### src/rtl/div_bcd_convert.sv
// Double-dabble converter: turns a divider's 16-bit quotient and remainder
// into 5-digit packed BCD, one bit per clock, fixed 32-cycle latency.
module div_bcd_convert #(
    parameter bit BLANK_LEADING = 1'b0
) (
    input  logic        clk,
    input  logic        rst,
    input  logic        in_valid,
    output logic        in_ready,
    input  logic [15:0] result,
    input  logic [15:0] odd,
    output logic        out_valid,
    input  logic        out_ready,
    output logic [19:0] result_bcd,
    output logic [19:0] odd_bcd,
    output logic [2:0]  result_ndig
);

    typedef enum logic [1:0] {IDLE, CONV_Q, CONV_R, DONE} state_t;

    state_t      state_q, state_d;
    logic [19:0] acc_q, acc_d;
    logic [3:0]  cnt_q, cnt_d;
    logic [15:0] sh_q, sh_d;
    logic [15:0] rem_q, rem_d;
    logic [19:0] qbcd_q, qbcd_d;
    logic [19:0] rbcd_q, rbcd_d;
    logic [19:0] obcd_q, obcd_d;
    logic [2:0]  ndig_q, ndig_d;
    logic [19:0] step;
    logic [2:0]  qn, rn;

    function automatic logic [19:0] dd_step(logic [19:0] acc, logic bit_in);
        logic [19:0] a;
        a = acc;
        for (int i = 0; i < 5; i++) begin
            if (a[4*i +: 4] >= 4'd5) a[4*i +: 4] = a[4*i +: 4] + 4'd3;
        end
        return {a[18:0], bit_in};
    endfunction

    function automatic logic [2:0] sig_digits(logic [19:0] b);
        logic [2:0] n;
        n = 3'd1;
        for (int i = 1; i < 5; i++) begin
            if (b[4*i +: 4] != 4'd0) n = 3'(i + 1);
        end
        return n;
    endfunction

    function automatic logic [19:0] blank(logic [19:0] b, logic [2:0] n);
        logic [19:0] r;
        r = b;
        for (int i = 1; i < 5; i++) begin
            if (i >= int'(n)) r[4*i +: 4] = 4'hF;
        end
        return r;
    endfunction

    assign step = dd_step(acc_q, sh_q[15]);
    assign qn   = sig_digits(qbcd_q);
    assign rn   = sig_digits(step);

    always_comb begin
        state_d = state_q;
        acc_d   = acc_q;
        cnt_d   = cnt_q;
        sh_d    = sh_q;
        rem_d   = rem_q;
        qbcd_d  = qbcd_q;
        rbcd_d  = rbcd_q;
        obcd_d  = obcd_q;
        ndig_d  = ndig_q;
        unique case (state_q)
            IDLE: begin
                if (in_valid) begin
                    sh_d    = result;
                    rem_d   = odd;
                    acc_d   = 20'd0;
                    cnt_d   = 4'd0;
                    state_d = CONV_Q;
                end
            end
            CONV_Q: begin
                acc_d = step;
                sh_d  = {sh_q[14:0], 1'b0};
                cnt_d = cnt_q + 4'd1;
                if (cnt_q == 4'd15) begin
                    qbcd_d  = step;
                    acc_d   = 20'd0;
                    cnt_d   = 4'd0;
                    sh_d    = rem_q;
                    state_d = CONV_R;
                end
            end
            CONV_R: begin
                acc_d = step;
                sh_d  = {sh_q[14:0], 1'b0};
                cnt_d = cnt_q + 4'd1;
                if (cnt_q == 4'd15) begin
                    acc_d   = 20'd0;
                    cnt_d   = 4'd0;
                    rbcd_d  = BLANK_LEADING ? blank(qbcd_q, qn) : qbcd_q;
                    obcd_d  = BLANK_LEADING ? blank(step, rn) : step;
                    ndig_d  = qn;
                    state_d = DONE;
                end
            end
            DONE: begin
                if (out_ready) state_d = IDLE;
            end
            default: state_d = IDLE;
        endcase
    end

    always_ff @(posedge clk) begin
        if (rst) begin
            state_q <= IDLE;
            acc_q   <= 20'd0;
            cnt_q   <= 4'd0;
            sh_q    <= 16'd0;
            rem_q   <= 16'd0;
            qbcd_q  <= 20'd0;
            rbcd_q  <= 20'd0;
            obcd_q  <= 20'd0;
            ndig_q  <= 3'd1;
        end else begin
            state_q <= state_d;
            acc_q   <= acc_d;
            cnt_q   <= cnt_d;
            sh_q    <= sh_d;
            rem_q   <= rem_d;
            qbcd_q  <= qbcd_d;
            rbcd_q  <= rbcd_d;
            obcd_q  <= obcd_d;
            ndig_q  <= ndig_d;
        end
    end

    assign in_ready    = (state_q == IDLE);
    assign out_valid   = (state_q == DONE);
    assign result_bcd  = rbcd_q;
    assign odd_bcd     = obcd_q;
    assign result_ndig = ndig_q;

endmodule

### config.mk
export PLATFORM = sky130hd
export DESIGN_NAME = div_bcd_convert
export DESIGN_NICKNAME = d
export VERILOG_FILES = /design/src/rtl/div_bcd_convert.sv
export SDC_FILE = /design/constraint.sdc
export NUM_CORES = 1
export LEC_CHECK = 0
export ABC_AREA = 1
export BUFFER_PORTS_ARGS = -buffer_cell sky130_fd_sc_hd__clkbuf_2
export CAP_MARGIN = 20
export CORE_AREA = 2 2 104 106
export CTS_CLUSTER_DIAMETER = 40
export DETAILED_ROUTE_END_ITERATION = 8
export DIE_AREA = 0 0 106 108
export PLACE_DENSITY = 0.79
export SLEW_MARGIN = 20
export SYNTH_ARGS = -nofsm -noshare
export SYNTH_HDL_FRONTEND = slang
export SYNTH_SLANG_ARGS = --single-unit
### constraint.sdc
create_clock -name clk -period 2 [get_ports clk]
set_input_delay 0.3 -clock clk [delete_from_list [all_inputs] [get_ports clk]]
set_output_delay 0.3 -clock clk [all_outputs]
set_load 0.05 [all_outputs]
==> results of run 1 <==
-- final timing paths --
| kind | cells past startpoint | end | from |
|---|---|---|---|
| setup / recovery | 3 | in_ready | state_q[0] |
| hold / removal | 3 | rem_q[4] | odd[4] |
| setup reg to reg | 8 | acc_q[2] | state_q[0] |
| hold reg to reg | 2 | rem_q[5] | rem_q[5] |
-- power groups by stage --
stage | clock [mW] | sequential (mW) | combinational, mW
2_1_floorplan | 0 | 2.79 | 1.40
3_3_place_gp | 0 | 2.81 | 1.77
3_5_place_dp | 0 | 2.82 | 1.79
4_1_cts | 2.98 | 2.77 | 1.81
5_1_grt | 3.09 | 2.80 | 2.10
6_report | 2.95 | 2.77 | 1.84
-- worst register-to-register path, stage by stage, from the launching register on --
cell and delay, ps:
sky130_fd_sc_hd__dfxtp_1 400, sky130_fd_sc_hd__inv_1 100, sky130_fd_sc_hd__ha_1 340, sky130_fd_sc_hd__clkinv_1 90
sky130_fd_sc_hd__o21ai_1 250, sky130_fd_sc_hd__inv_1 90, sky130_fd_sc_hd__buf_4 220, sky130_fd_sc_hd__nand2_1 120
sky130_fd_sc_hd__a21oi_1 80
-- flip-flops by register name, indices dropped and copies added, names as in the netlist --
signal and flops:
state_q 2, odd_bcd 20, rem_q 16, result_bcd 20, sh_q 16, cnt_q 4
acc_q 20, result_ndig 3, qbcd_q 20
-- layout by cell type (no fill, tap or decap), drive strengths merged, types with 16 or more instances in the layout --
| master | count |
|---|---|
| ha | 16 |
| nand4 | 16 |
| o21ai | 61 |
| nor2 | 102 |
| buf | 19 |
| nand3 | 70 |
| inv | 118 |
| a21oi | 115 |
| clkbuf | 97 |
| nand2 | 182 |
| dfxtp | 121 |
-- cell families (layout without fill, tap and decap cells) --
family / after synthesis / count (layout)
AO/OA/AOI/OAI: 180 / 180
adder cells (fa/ha/maj): 16 / 16
buffers and inverters: 157 / 240
flip-flops: 121 / 121
AND/OR/NAND/NOR: 377 / 377
-- per-stage QoR --
stage | setup WS, ps | utilization | cells | area (um^2) | hold WS, ps
final | 78.5 | 0.671 | 1070 | 6870 | 58.1
after global routing | 11.2 | 0.671 | 1070 | 6870 | 56.0
after CTS | 70.8 | 0.670 | 1070 | 6860 | 55.8
after detailed placement | 188 | 0.615 | 1038 | 6290 | 445
after global placement | 237 | 0.615 | 1038 | 6290 | 443
after floorplan | 160 | - | 851 | 5810 | 429
-- metal layers --
layer	vias up	share of wire	track usage
met2	201	0.44	0.389
met5	-	0	0
met4	0	0.014	0.0836
li1	2871	-	-
met1	2531	0.48	0.366
met3	25	0.070	0.0627
-- timing repair --
action	in CTS	in global routing
setup buffers	0	0
resized for setup	0	6
setup endpoints to repair	0	9
-- area by class of cell --
class                           instances  area, um^2
Inverter                              109         412
Clock buffer                           17         414
Sequential cell                       121        2420
Tap cell                              136         170
Fill cell                             924        3360
Timing Repair Buffer                   99         578
Clock inverter                         15         155
Multi-Input combinational cell        573        2720
==> results.md, run 1 <==
Yosys:
- The fraction of synthesis flops using an asynchronous set or reset pin is 0.
- The synthesized design contains 121 register bits.
- Of the total synthesized cell area, the portion taken by full adders, half adders and majority gates is 0.0345.
- The share of the synthesized area in compound gates (AO/OA/AOI/OAI) was 0.157.
- The average cell area after synthesis is 6.82 um^2.
- The number of instances in the synthesized netlist is 851.
- The XOR/XNOR share of the synthesized area is 0.
- Yosys printed 0 warnings.
- The synthesized netlist occupies a cell area of 0.00581 mm^2.
- By area the synthesized netlist is led by sky130_fd_sc_hd__dfxtp_1 (42%), sky130_fd_sc_hd__nand2_1 (12%), sky130_fd_sc_hd__a21oi_1 (9.9%).
- By count the netlist is led by sky130_fd_sc_hd__nand2_1 (179), sky130_fd_sc_hd__dfxtp_1 (121), sky130_fd_sc_hd__a21oi_1 (115).
- The number of flops mapped to enable cells by yosys is 0.
- The number of nets handed over by synthesis was 903.
- The share of the Yosys chip area taken by registers is 0.417.
- The biggest area contributor in the post-synthesis netlist is sky130_fd_sc_hd__dfxtp_1.
- The main combinational cell family by area after synthesis is simple AND/OR/NAND/NOR gates.
- The most used flip-flop cell after synthesis is sky130_fd_sc_hd__dfxtp_1.
- The proportion of synthesized area in mux cells is 0.
- Synthesis instantiated 27 different standard cells from the library.
- Among all cell types in the netlist, the one instantiated most often is sky130_fd_sc_hd__nand2_1.
- Of the total synthesized cell area, the portion taken by AND, OR, NAND and NOR gates is 0.276.
- The portion of synthesized cell area occupied by the leading cell type is 0.417.

Power:
- Of the total power, the share spent switching nets is 0.343.
- The worst-case IR drop observed on VDD is 0.587 mV.
- The part of the total power dissipated in sequential elements is 0.367.
- The reported leakage power is 3.31 nW.
- The share of total power dissipated in combinational logic is 0.244.
- The total power per unit cell area is 1100 mW/mm^2.
- The internal power of the cells totals 4.97 mW.
- Summing internal, switching and leakage power gives 7.56 mW.
- The net switching power is 2.59 mW.
- The clock share of power is 0.390.

Timing:
- The total count of max-transition violations in the final report came to 0.
- On the final layout, the worst clock skew is 11.6 ps.
- The setup-violating endpoint count in the final report is 0.
- At the pin with the least slew margin, the transition time is 497 ps.
- The achievable clock frequency is 520 MHz.
- Adding up every negative setup slack in the final design gives 0 ps.
- The final period utilization is 0.961.
- The count of endpoints failing hold in the final timing report is 0.
- The clock period minus worst slack is 1920 ps.
- Setup repair after global routing left no endpoint under its margin.
- The worst pin sits at a relative slew slack of 0.669.

Floorplanning:
- The die is 106 um wide.
- The row count is 37.
- After floorplanning, the core was sized to cover 0.0102 mm^2.
- The die height is 108 um.
- The number of top-level pins is 81.
- The die covers 0.0114 mm^2.
- The initial utilization of the core area, before any placement, comes to 0.568.

Clock tree:
- TritonCTS built the clock tree.
- Clock-pin slew was measured on the worst setup and hold paths at 60 ps.
- The clock passes through at most 2 buffers.
- At the later pin of the worst-skew pair, clock insertion delay measures 530 ps.
- The clock tree synthesis step divided the H-tree into 4 levels.
- TritonCTS created 17 clock buffers.
- The clock root buffer is sky130_fd_sc_hd__clkbuf_8.
- The TritonCTS sink count is 121.
- The number of hold buffers added after CTS was 0.

Placement:
- Summed over all nets, the half-perimeter wirelength after detailed placement is 9.38 mm.
- The congestion estimate from routability-driven global placement came to 0.904.
- The count of input and output buffers is 80.

Finish:
- The area growth from synthesis to layout is 18.2%.
- The number of antenna diodes in the final layout is 0.
- The fraction of final layout cells sized beyond drive strength 1 is 0.155.
- The layout net count is 973.

Setup path:
- The kind of start point of the critical path is a flip-flop.
- STA puts the critical path data arrival time at 1620 ps.
- In this run the worst path has a maximum fanout of 7.
- The delay of the slowest critical-path stage is 350 ps.
- The largest individual stage delay along the critical path comes from the cell sky130_fd_sc_hd__dfxtp_1.
- The signal on the critical path passes through inv_1, ha_1, clkbuf_4.
- Setup slack on the worst reg-to-reg path comes out at 170 ps.
- The critical path is of the flip-flop to output port type.
- STA classifies the critical path endpoint as an output port.
- The cell type group with the largest total delay on the critical path is buffers and inverters.
- The endpoint required time on the critical path is 1700 ps.
- Together, buffers and inverters on the worst path number 2.

GRT:
- The initial antenna violation count came to 0.
- The first-pass GRT wire length is 23.6 mm.
- The via count of the first global-routing pass is 4990.
- The maximum number of pins on one net before global-route repair is 53.
- The global-route total usage across every layer is 0.258.
- The global route total overflow is 0.

Detailed routing:
- After detailed routing, the number of remaining DRC violations is 0.
- The total wire length is 14.2 mm.
- Across all layers, the routed design uses 5628 vias.
- For this run, the detailed router's first-pass iteration total came to 8.
- The number of nets still failing antenna checks after routing is 0.
- The via density per instance is 5.26.
- The number of DRC markers after the initial detailed-route iteration is 324.
- The wire length per cell after detailed routing is 13.3 um.

Run:
- The max-cap violation count is 0.

Hold path:
- The tightest min-delay check is of the primary input to flip-flop type.

Run status:
- The run finished with clean final reports.
Power figures use the tool's default switching activity.
==> run 2: changes to the inputs <==
--- a/config.mk
+++ b/config.mk
@@ -8,11 +8,12 @@
 export ABC_AREA = 1
 export BUFFER_PORTS_ARGS = -buffer_cell sky130_fd_sc_hd__clkbuf_2
 export CAP_MARGIN = 20
-export CORE_AREA = 2 2 104 106
+export CORE_AREA = 2 2 109 111
 export CTS_CLUSTER_DIAMETER = 40
 export DETAILED_ROUTE_END_ITERATION = 8
-export DIE_AREA = 0 0 106 108
-export PLACE_DENSITY = 0.79
+export DIE_AREA = 0 0 111 113
+export PLACE_DENSITY = 0.72
+export SKIP_CTS_REPAIR_TIMING = 1
 export SLEW_MARGIN = 20
 export SYNTH_ARGS = -nofsm -noshare
 export SYNTH_HDL_FRONTEND = slang
==> run 2 against run 1 <==
- worst hold slack improved by 100 ps
- sequential cell count did not move
- total power rose by 1.2%
- final area rose by 0.62%
- critical path type is now flip-flop to flip-flop
- critical endpoint is now acc_q[3]
- largest power group unchanged
==> results.md, run 2 (synthesis results as in run 1) <==
Setup path:
- The logic depth of the worst register-to-register path was 8 (unchanged).
- The top fanout value on the critical path was 11 (was 7).
- The path type of the worst setup path is flip-flop to flip-flop (was flip-flop to output port).
- The endpoint required time on the critical path is 2290 ps (was 1700 ps).
- Critical path, cell by cell: inv_1, ha_1, clkinv_1, o21ai_2, clkinvlp_4, buf_4, nand2_1, a21oi_1 (was inv_1, ha_1, clkbuf_4).
- The reg-to-reg endpoint is acc_q[3] (was acc_q[2]).
- The delay of the slowest critical-path stage is 410 ps (was 350 ps).
- The critical register-to-register path startpoint is state_q[1] (was state_q[0]).
- The element type at the critical path end is a flip-flop (was output port).
- The cell type of the slowest stage on the worst timing path is sky130_fd_sc_hd__dfxtp_1 (unchanged).
- The slack of the worst reg-to-reg path is 130 ps (was 170 ps).
- The kind of start point of the critical path is a flip-flop (unchanged).
- The critical path data arrival time is 2160 ps (was 1620 ps).

Timing:
- The final period utilization is 0.936 (was 0.961).
- The slew at the pin closest to its max-slew limit is 491 ps (was 497 ps).
- The clock period minus worst slack was 1870 ps (was 1920 ps).
- The count of endpoints failing hold in the final timing report is 0 (unchanged).
- The setup TNS after final layout came to 0 ps (unchanged).
- The achievable clock frequency is 534 MHz (was 520 MHz).
- The tightest slew margin relative to the limit is 0.669 (about the same).
- The worst-case clock skew is 5.57 ps (was 11.6 ps).
- Unrepaired setup endpoints after global routing: no (unchanged).
- The total count of max-transition violations in the final report came to 0 (unchanged).
- The setup-violating endpoint count in the final report was 0 (unchanged).

Power:
- The internal cell power is 5.11 mW (was 4.97 mW).
- The largest vdd supply drop is 0.687 mV (was 0.587 mV).
- The combinational cell fraction of total power is 0.250 (was 0.244).
- The part of the total power dissipated in sequential elements came to 0.362 (was 0.367).
- The total power of the final layout is 7.66 mW (was 7.56 mW).
- The net switching power is 2.55 mW (was 2.59 mW).
- The clock share of power is 0.389 (was 0.390).
- The switching power as a share of total power came to 0.333 (was 0.343).
- The total power per unit cell area is 1110 mW/mm^2 (was 1100 mW/mm^2).
- The reported leakage power is 3.30 nW (was 3.31 nW).

Floorplanning:
- The number of top-level pins was 81 (unchanged).
- The row count was 39 (was 37).
- The die area is 0.0125 mm^2 (was 0.0114 mm^2).
- The die height is 113 um (was 108 um).
- The core box area is 0.0113 mm^2 (was 0.0102 mm^2).
- The floorplan die width is 111 um (was 106 um).
- The initial core utilization is 0.515 (was 0.568).

Finish:
- The number of fill cells in the layout is 1062 (was 924).
- The number of inserted diodes came to 0 (unchanged).
- The fraction of final layout cells sized beyond drive strength 1 came to 0.159 (was 0.155).
- The final standard cell area without fillers came to 0.00691 mm^2 (was 0.00687 mm^2).
- The register area is 0.00242 mm^2 (unchanged).
- The number of cells in the finished layout apart from fillers is 1078 (was 1070).
- The layout net count is 974 (was 973).
- Top library cells by usage in the layout, fill and taps aside: sky130_fd_sc_hd__nand2_1 (179), sky130_fd_sc_hd__dfxtp_1 (121), sky130_fd_sc_hd__a21oi_1 (115) (unchanged).
- The most common library cell in the layout ignoring fill and taps is sky130_fd_sc_hd__nand2_1 (unchanged).
- The signed area change from the synthesized netlist to the final layout is 19.0% (was 18.2%).
- The multi-input logic area is 0.00272 mm^2 (about the same).
- The fraction of the core area covered by cells at the end of the flow is 0.613 (was 0.671).

Placement:
- The placed wire-length estimate came to 9.32 mm (was 9.38 mm).
- The placer's final routability congestion estimate is 0.863 (was 0.904).
- The number of cells after detailed placement is 1043 (was 1038).
- The placed cell area was 0.00629 mm^2 (about the same).
- The count of input and output buffers is 80 (unchanged).

Detailed routing:
- The total iterations of the first detailed-routing run came to 5 (was 8).
- The wire length per cell after detailed routing was 13.6 um (was 13.3 um).
- The via density per instance is 5.14 (was 5.26).
- The post-detailed-route DRC marker count was 0 (unchanged).
- The number of nets still failing antenna checks after routing was 0 (unchanged).
- The total wire length is 14.6 mm (was 14.2 mm).
- The number of DRC markers after the initial detailed-route iteration came to 391 (was 324).
- The total via count after detailed routing is 5543 (was 5628).

GRT:
- The maximum number of pins on one net before global-route repair was 70 (was 53).
- The via count of the first global-routing pass is 5141 (was 4990).
- The first-pass GRT wire length is 24.0 mm (was 23.6 mm).
- The initial antenna violation count is 0 (unchanged).
- The global route total overflow is 0 (unchanged).
- The global-route total usage across every layer came to 0.236 (was 0.258).

Clock tree:
- The maximum number of buffers from clock root to sink was 2 (unchanged).
- The post-CTS clock slew at the launch and capture registers of the worst setup and hold paths was 60 ps (about the same).
- The clock root buffer is sky130_fd_sc_hd__clkbuf_16 (was sky130_fd_sc_hd__clkbuf_8).
- The number of buffers created by CTS is 17 (unchanged).
- The TritonCTS sink count is 121 (unchanged).
- The TritonCTS clock tree is yes (unchanged).
- The insertion delay to the later sink of the worst-skew pair is 420 ps (was 530 ps).
- The H-tree depth reported by CTS is 4 (unchanged).

Run:
- The max-cap violation count is 0 (unchanged).

Hold path:
- The critical hold path startpoint is odd[0] (was odd[4]).
- The capture endpoint of the worst hold path is rem_q[0] (was rem_q[4]).
- The worst min-delay path category is primary input to flip-flop (unchanged).
- The worst hold path depth was 3 (unchanged).

Run status:
- Run status: finished clean (unchanged).
-- run 2: worst max-delay path: cells and delay by family (launching register included) --
kind	cells	cell delay (ps)
flip-flops	1	410
adder cells (fa/ha/maj)	1	300
AND/OR/NAND/NOR	1	80
buffers and inverters	4	560
AO/OA/AOI/OAI	2	400
-- run 2: layout make-up --
class / instances / area share
multi-input cells: 573 / 0.394
flip-flops and latches: 121 / 0.351
repair buffers: 99 / 0.0846
clock buffers: 17 / 0.0616
inverters: 109 / 0.0601
well taps: 143 / 0.0259
clock inverters: 15 / 0.0223
repair inverters: 1 / 0.00109
-- run 2: routing by layer --
metal / wire length, um / vias up / track usage
met1: 7040 / 2507 / 0.312
met5: 0 / - / 0
met4: 221 / 0 / 0.0800
li1: - / 2874 / -
met3: 749 / 19 / 0.0509
met2: 6620 / 143 / 0.386
-- run 2: how the worst max path moves through the flow --
stage	from	end	slack (ps)
2_1_floorplan	state_q[0]	cnt_q[3]	160
3_3_place_gp	state_q[1]	cnt_q[2]	160
3_5_place_dp	state_q[0]	result_bcd[10]	110
4_1_cts	state_q[0]	acc_q[3]	50
5_1_grt	state_q[1]	acc_q[7]	0.7
6_report	state_q[1]	acc_q[3]	130
-- run 2: metrics by stage --
| stage | setup WS, ps | hold slack (ps) |
|---|---|---|
| 2_1_floorplan | 160 | 429 |
| 4_1_cts | 53.1 | 156 |
| 3_5_place_dp | 114 | 449 |
| 6_report | 128 | 162 |
| 5_1_grt | 0.708 | 173 |
| 3_3_place_gp | 156 | 443 |
-- run 2: power by group through the flow --
stage	Sequential [mW]	Combinational [mW]	Clock [mW]
2_1_floorplan	2.79	1.40	0
3_5_place_dp	2.82	1.78	0
3_3_place_gp	2.81	1.76	0
5_1_grt	2.80	2.14	3.14
4_1_cts	2.77	1.80	3.02
6_report	2.77	1.91	2.98
==> run 3: changes to the inputs <==
--- a/config.mk
+++ b/config.mk
@@ -5,14 +5,14 @@
 export SDC_FILE = /design/constraint.sdc
 export NUM_CORES = 1
 export LEC_CHECK = 0
-export ABC_AREA = 1
+export ABC_AREA = 0
 export BUFFER_PORTS_ARGS = -buffer_cell sky130_fd_sc_hd__clkbuf_2
 export CAP_MARGIN = 20
-export CORE_AREA = 2 2 109 111
+export CORE_AREA = 2 2 105 107
 export CTS_CLUSTER_DIAMETER = 40
 export DETAILED_ROUTE_END_ITERATION = 8
-export DIE_AREA = 0 0 111 113
-export PLACE_DENSITY = 0.72
+export DIE_AREA = 0 0 107 109
+export PLACE_DENSITY = 0.73
 export SKIP_CTS_REPAIR_TIMING = 1
 export SLEW_MARGIN = 20
 export SYNTH_ARGS = -nofsm -noshare
==> run 3 against run 2 <==
- the run now ends with negative hold slack left
- sequential power rose by 4%
- utilization fell by 0.59 points
- die area down 7.0%
==> results.md, run 3 <==
Run status:
- Run status: finished, violations left (was finished clean).
- The checks that failed: negative hold slack.

Clock tree:
- The H-tree depth reported by CTS is 4 (unchanged).
- The insertion delay to the later sink of the worst-skew pair is 520 ps (was 420 ps).
- The maximum number of buffers from clock root to sink is 2 (unchanged).
- The TritonCTS sink count is 121 (unchanged).
- The number of buffers created by CTS is 17 (unchanged).
- The TritonCTS clock tree is yes (unchanged).
- The clock root buffer is sky130_fd_sc_hd__clkbuf_8 (was sky130_fd_sc_hd__clkbuf_16).
- The post-CTS clock slew at the launch and capture registers of the worst setup and hold paths was 60 ps (about the same).

Placement:
- The placed wire-length estimate was 8.84 mm (was 9.32 mm).
- The placer's final routability congestion estimate came to 0.894 (was 0.863).
- The count of input and output buffers was 80 (unchanged).
- The placed cell area is 0.00581 mm^2 (was 0.00629 mm^2).

Yosys:
- The fraction of synthesis flops using an asynchronous set or reset pin came to 0 (unchanged).
- The cell type contributing the most total cell area after synthesis is sky130_fd_sc_hd__dfxtp_1 (unchanged).
- Most common library cells after synthesis: sky130_fd_sc_hd__dfxtp_1 (121), sky130_fd_sc_hd__nand2_1 (107), sky130_fd_sc_hd__a21oi_1 (70) (was sky130_fd_sc_hd__nand2_1 (179), sky130_fd_sc_hd__dfxtp_1 (121), sky130_fd_sc_hd__a21oi_1 (115)).
- The share of the yosys chip area belonging to registers was 0.451 (was 0.417).
- Top post-synthesis cells by area: sky130_fd_sc_hd__dfxtp_1 (45%), sky130_fd_sc_hd__nand2_1 (7.5%), sky130_fd_sc_hd__a21oi_1 (6.5%) (was sky130_fd_sc_hd__dfxtp_1 (42%), sky130_fd_sc_hd__nand2_1 (12%), sky130_fd_sc_hd__a21oi_1 (9.9%)).
- The area of the mapped netlist is 0.00537 mm^2 (was 0.00581 mm^2).
- The synthesized flop and latch total is 121 (unchanged).
- The number of nets produced by synthesis is 665 (was 903).
- The number of instances in the synthesized netlist was 613 (was 851).
- The average cell area after synthesis came to 8.77 um^2 (was 6.82 um^2).
- The proportion of synthesized area in mux cells was 0.0179 (was 0).
- The fraction of the mapped netlist area in adder cells is 0.0373 (was 0.0345).
- The total number of yosys warnings is 0 (unchanged).
- The portion of synthesized cell area occupied by the leading cell type is 0.451 (was 0.417).
- The simple-gate portion of the synthesized area is 0.207 (was 0.276).
- The share of the synthesized area in compound gates (AO/OA/AOI/OAI) was 0.217 (was 0.157).
- The number of different library cells in the post-synthesis netlist is 46 (was 27).
- The most frequent cell after synthesis is sky130_fd_sc_hd__dfxtp_1 (was sky130_fd_sc_hd__nand2_1).
- The number of flops mapped to enable cells by yosys was 0 (unchanged).
- The main combinational cell family by area after synthesis is compound AO/OA/AOI/OAI gates (was simple AND/OR/NAND/NOR gates).
- The commonest register cell after synthesis was sky130_fd_sc_hd__dfxtp_1 (unchanged).
- The XOR/XNOR share of the synthesized area is 0.00978 (was 0).

Setup path:
- The critical path data arrival time is 2320 ps (was 2160 ps).
- The kind of start point of the critical path is a flip-flop (unchanged).
- The endpoint required time on the critical path came to 2460 ps (was 2290 ps).
- The top fanout value on the critical path was 10 (was 11).
- The logic depth of the worst register-to-register path is 6 (was 8).
- The slack of the worst reg-to-reg path is 140 ps (was 130 ps).
- The reg-to-reg endpoint was acc_q[15] (was acc_q[3]).
- The delay of the slowest critical-path stage was 500 ps (was 410 ps).
- The path type of the worst setup path is flip-flop to flip-flop (unchanged).
- Critical path, cell by cell: inv_1, ha_2, inv_2, nor4_4, and3_1, a221o_1 (was inv_1, ha_1, clkinv_1, o21ai_2, clkinvlp_4, buf_4, nand2_1, a21oi_1).
- The element type at the critical path end is a flip-flop (unchanged).
- The critical register-to-register path startpoint is state_q[1] (unchanged).
- The cell type of the slowest stage on the worst timing path is sky130_fd_sc_hd__nor4_4 (was sky130_fd_sc_hd__dfxtp_1).

Floorplanning:
- The die area was 0.0117 mm^2 (was 0.0125 mm^2).
- The core box area came to 0.0106 mm^2 (was 0.0113 mm^2).
- The row count came to 38 (was 39).
- The die height was 109 um (was 113 um).
- The number of top-level pins came to 81 (unchanged).
- The floorplan die width is 107 um (was 111 um).
- The initial core utilization is 0.507 (was 0.515).

Detailed routing:
- The total via count after detailed routing came to 4654 (was 5543).
- The total wire length is 12.9 mm (was 14.6 mm).
- The via density per instance is 5.56 (was 5.14).
- The number of nets still failing antenna checks after routing was 0 (unchanged).
- The post-detailed-route DRC marker count was 0 (unchanged).
- The total iterations of the first detailed-routing run is 5 (unchanged).
- The wire length per cell after detailed routing was 15.4 um (was 13.6 um).
- The number of DRC markers after the initial detailed-route iteration is 200 (was 391).

GRT:
- The first-pass GRT wire length was 21.3 mm (was 24.0 mm).
- The global route total overflow was 0 (unchanged).
- The initial antenna violation count came to 0 (unchanged).
- The global-route total usage across every layer is 0.230 (was 0.236).
- The maximum number of pins on one net before global-route repair was 44 (was 70).
- The via count of the first global-routing pass is 4586 (was 5141).

Finish:
- The final standard cell area without fillers came to 0.00644 mm^2 (was 0.00691 mm^2).
- The number of inserted diodes is 0 (unchanged).
- Top library cells by usage in the layout, fill and taps aside: sky130_fd_sc_hd__dfxtp_1 (121), sky130_fd_sc_hd__nand2_1 (107), sky130_fd_sc_hd__clkbuf_2 (79) (was sky130_fd_sc_hd__nand2_1 (179), sky130_fd_sc_hd__dfxtp_1 (121), sky130_fd_sc_hd__a21oi_1 (115)).
- The number of fill cells in the layout is 890 (was 1062).
- The signed area change from the synthesized netlist to the final layout is 19.8% (was 19.0%).
- The fraction of final layout cells sized beyond drive strength 1 is 0.232 (was 0.159).
- The layout net count was 736 (was 974).
- The most common library cell in the layout ignoring fill and taps is sky130_fd_sc_hd__dfxtp_1 (was sky130_fd_sc_hd__nand2_1).

Run:
- The max-cap violation count is 0 (unchanged).

Power:
- The clock share of power is 0.379 (was 0.389).
- The internal cell power is 5.32 mW (was 5.11 mW).
- The combinational cell fraction of total power is 0.256 (was 0.250).
- The reported leakage power is 2.49 nW (was 3.30 nW).
- The largest vdd supply drop came to 0.586 mV (was 0.687 mV).
- The switching power as a share of total power was 0.325 (was 0.333).
- The net switching power is 2.57 mW (was 2.55 mW).
- The total power per unit cell area was 1230 mW/mm^2 (was 1110 mW/mm^2).
- The part of the total power dissipated in sequential elements came to 0.365 (was 0.362).

Timing:
- The setup-violating endpoint count in the final report is 0 (unchanged).
- The worst-case clock skew was 7.50 ps (was 5.57 ps).
- The final period utilization is 0.932 (was 0.936).
- The achievable clock frequency is 537 MHz (was 534 MHz).
- The count of endpoints failing hold in the final timing report was 3 (was 0).
- The worst hold-check slack is -4.00 ps (was 162 ps).
- The slew at the pin closest to its max-slew limit is 591 ps (was 491 ps).
- The total count of max-transition violations in the final report is 0 (unchanged).
- The setup TNS after final layout was 0 ps (unchanged).
- The tightest slew margin relative to the limit is 0.605 (was 0.669).
- Unrepaired setup endpoints after global routing: no (unchanged).
- The clock period minus worst slack is 1860 ps (was 1870 ps).

Hold path:
- The worst hold path depth is 3 (unchanged).
- The worst min-delay path category is primary input to flip-flop (unchanged).
- The capture endpoint of the worst hold path was rem_q[9] (was rem_q[0]).
- The critical hold path startpoint is odd[9] (was odd[0]).
==> run 3: cell type report <==
cell class,count,area [um^2],share of cell area
Tap cell,140,175,0.0272
Inverter,14,52.6,0.00816
Clock buffer,22,473,0.0735
Sequential cell,121,2420,0.376
Multi-Input combinational cell,433,2640,0.410
Clock inverter,10,116,0.0181
Timing Repair Buffer,97,557,0.0865
==> run 3: stage by stage <==
stage | instances | hold slack (ps) | setup WS [ps] | utilization | total power, mW
finish | 837 | -4.00 | 137 | 0.607 | 7.89
global route | 837 | 5.69 | 11.6 | 0.607 | 8.26
CTS | 836 | -16.9 | 7.24 | 0.604 | 7.86
detailed placement | 804 | 449 | 68.8 | 0.548 | 4.87
global placement | 804 | 439 | 208 | 0.548 | 4.77
floorplan | 613 | 425 | 149 | - | 4.45
==> run 3: metal layers <==
layer,global-route usage,wire [um],vias up
li1,-,-,2307
met1,0.269,5320,2184
met2,0.406,6680,137
met3,0.0562,593,26
met4,0.0946,276,0
met5,0,0,-
==> run 3: cell families after synthesis <==
group,Yosys count
compound gates,171
xor+xnor,6
fa+ha+maj,16
buf+inv,59
flops,121
mux,9
simple gates,231
==> run 3: power groups by stage <==
stage	Clock (mW)	Combinational (mW)	Sequential, mW
3_5_place_dp	0	1.96	2.92
3_3_place_gp	0	1.87	2.90
4_1_cts	3.01	1.98	2.87
5_1_grt	3.13	2.22	2.91
2_1_floorplan	0	1.60	2.86
6_report	2.99	2.02	2.88
==> run 3: how the worst max path moves through the flow <==
stage,cells past startpoint,to,start
4_1_cts,6,acc_q[5],state_q[1]
3_5_place_dp,6,acc_q[5],state_q[1]
6_report,6,acc_q[15],state_q[1]
5_1_grt,7,sh_q[4],state_q[0]
2_1_floorplan,8,sh_q[12],state_q[0]
3_3_place_gp,6,acc_q[5],state_q[0]
==> run 3: critical path, delay by kind of cell, from the launching register on <==
kind | cells | cell delay [ps]
AOI/OAI and AO/OA | 1 | 110
and+or+nand+nor | 2 | 750
DFF | 1 | 400
adders and majority gates | 1 | 380
buffers and inverters | 2 | 160
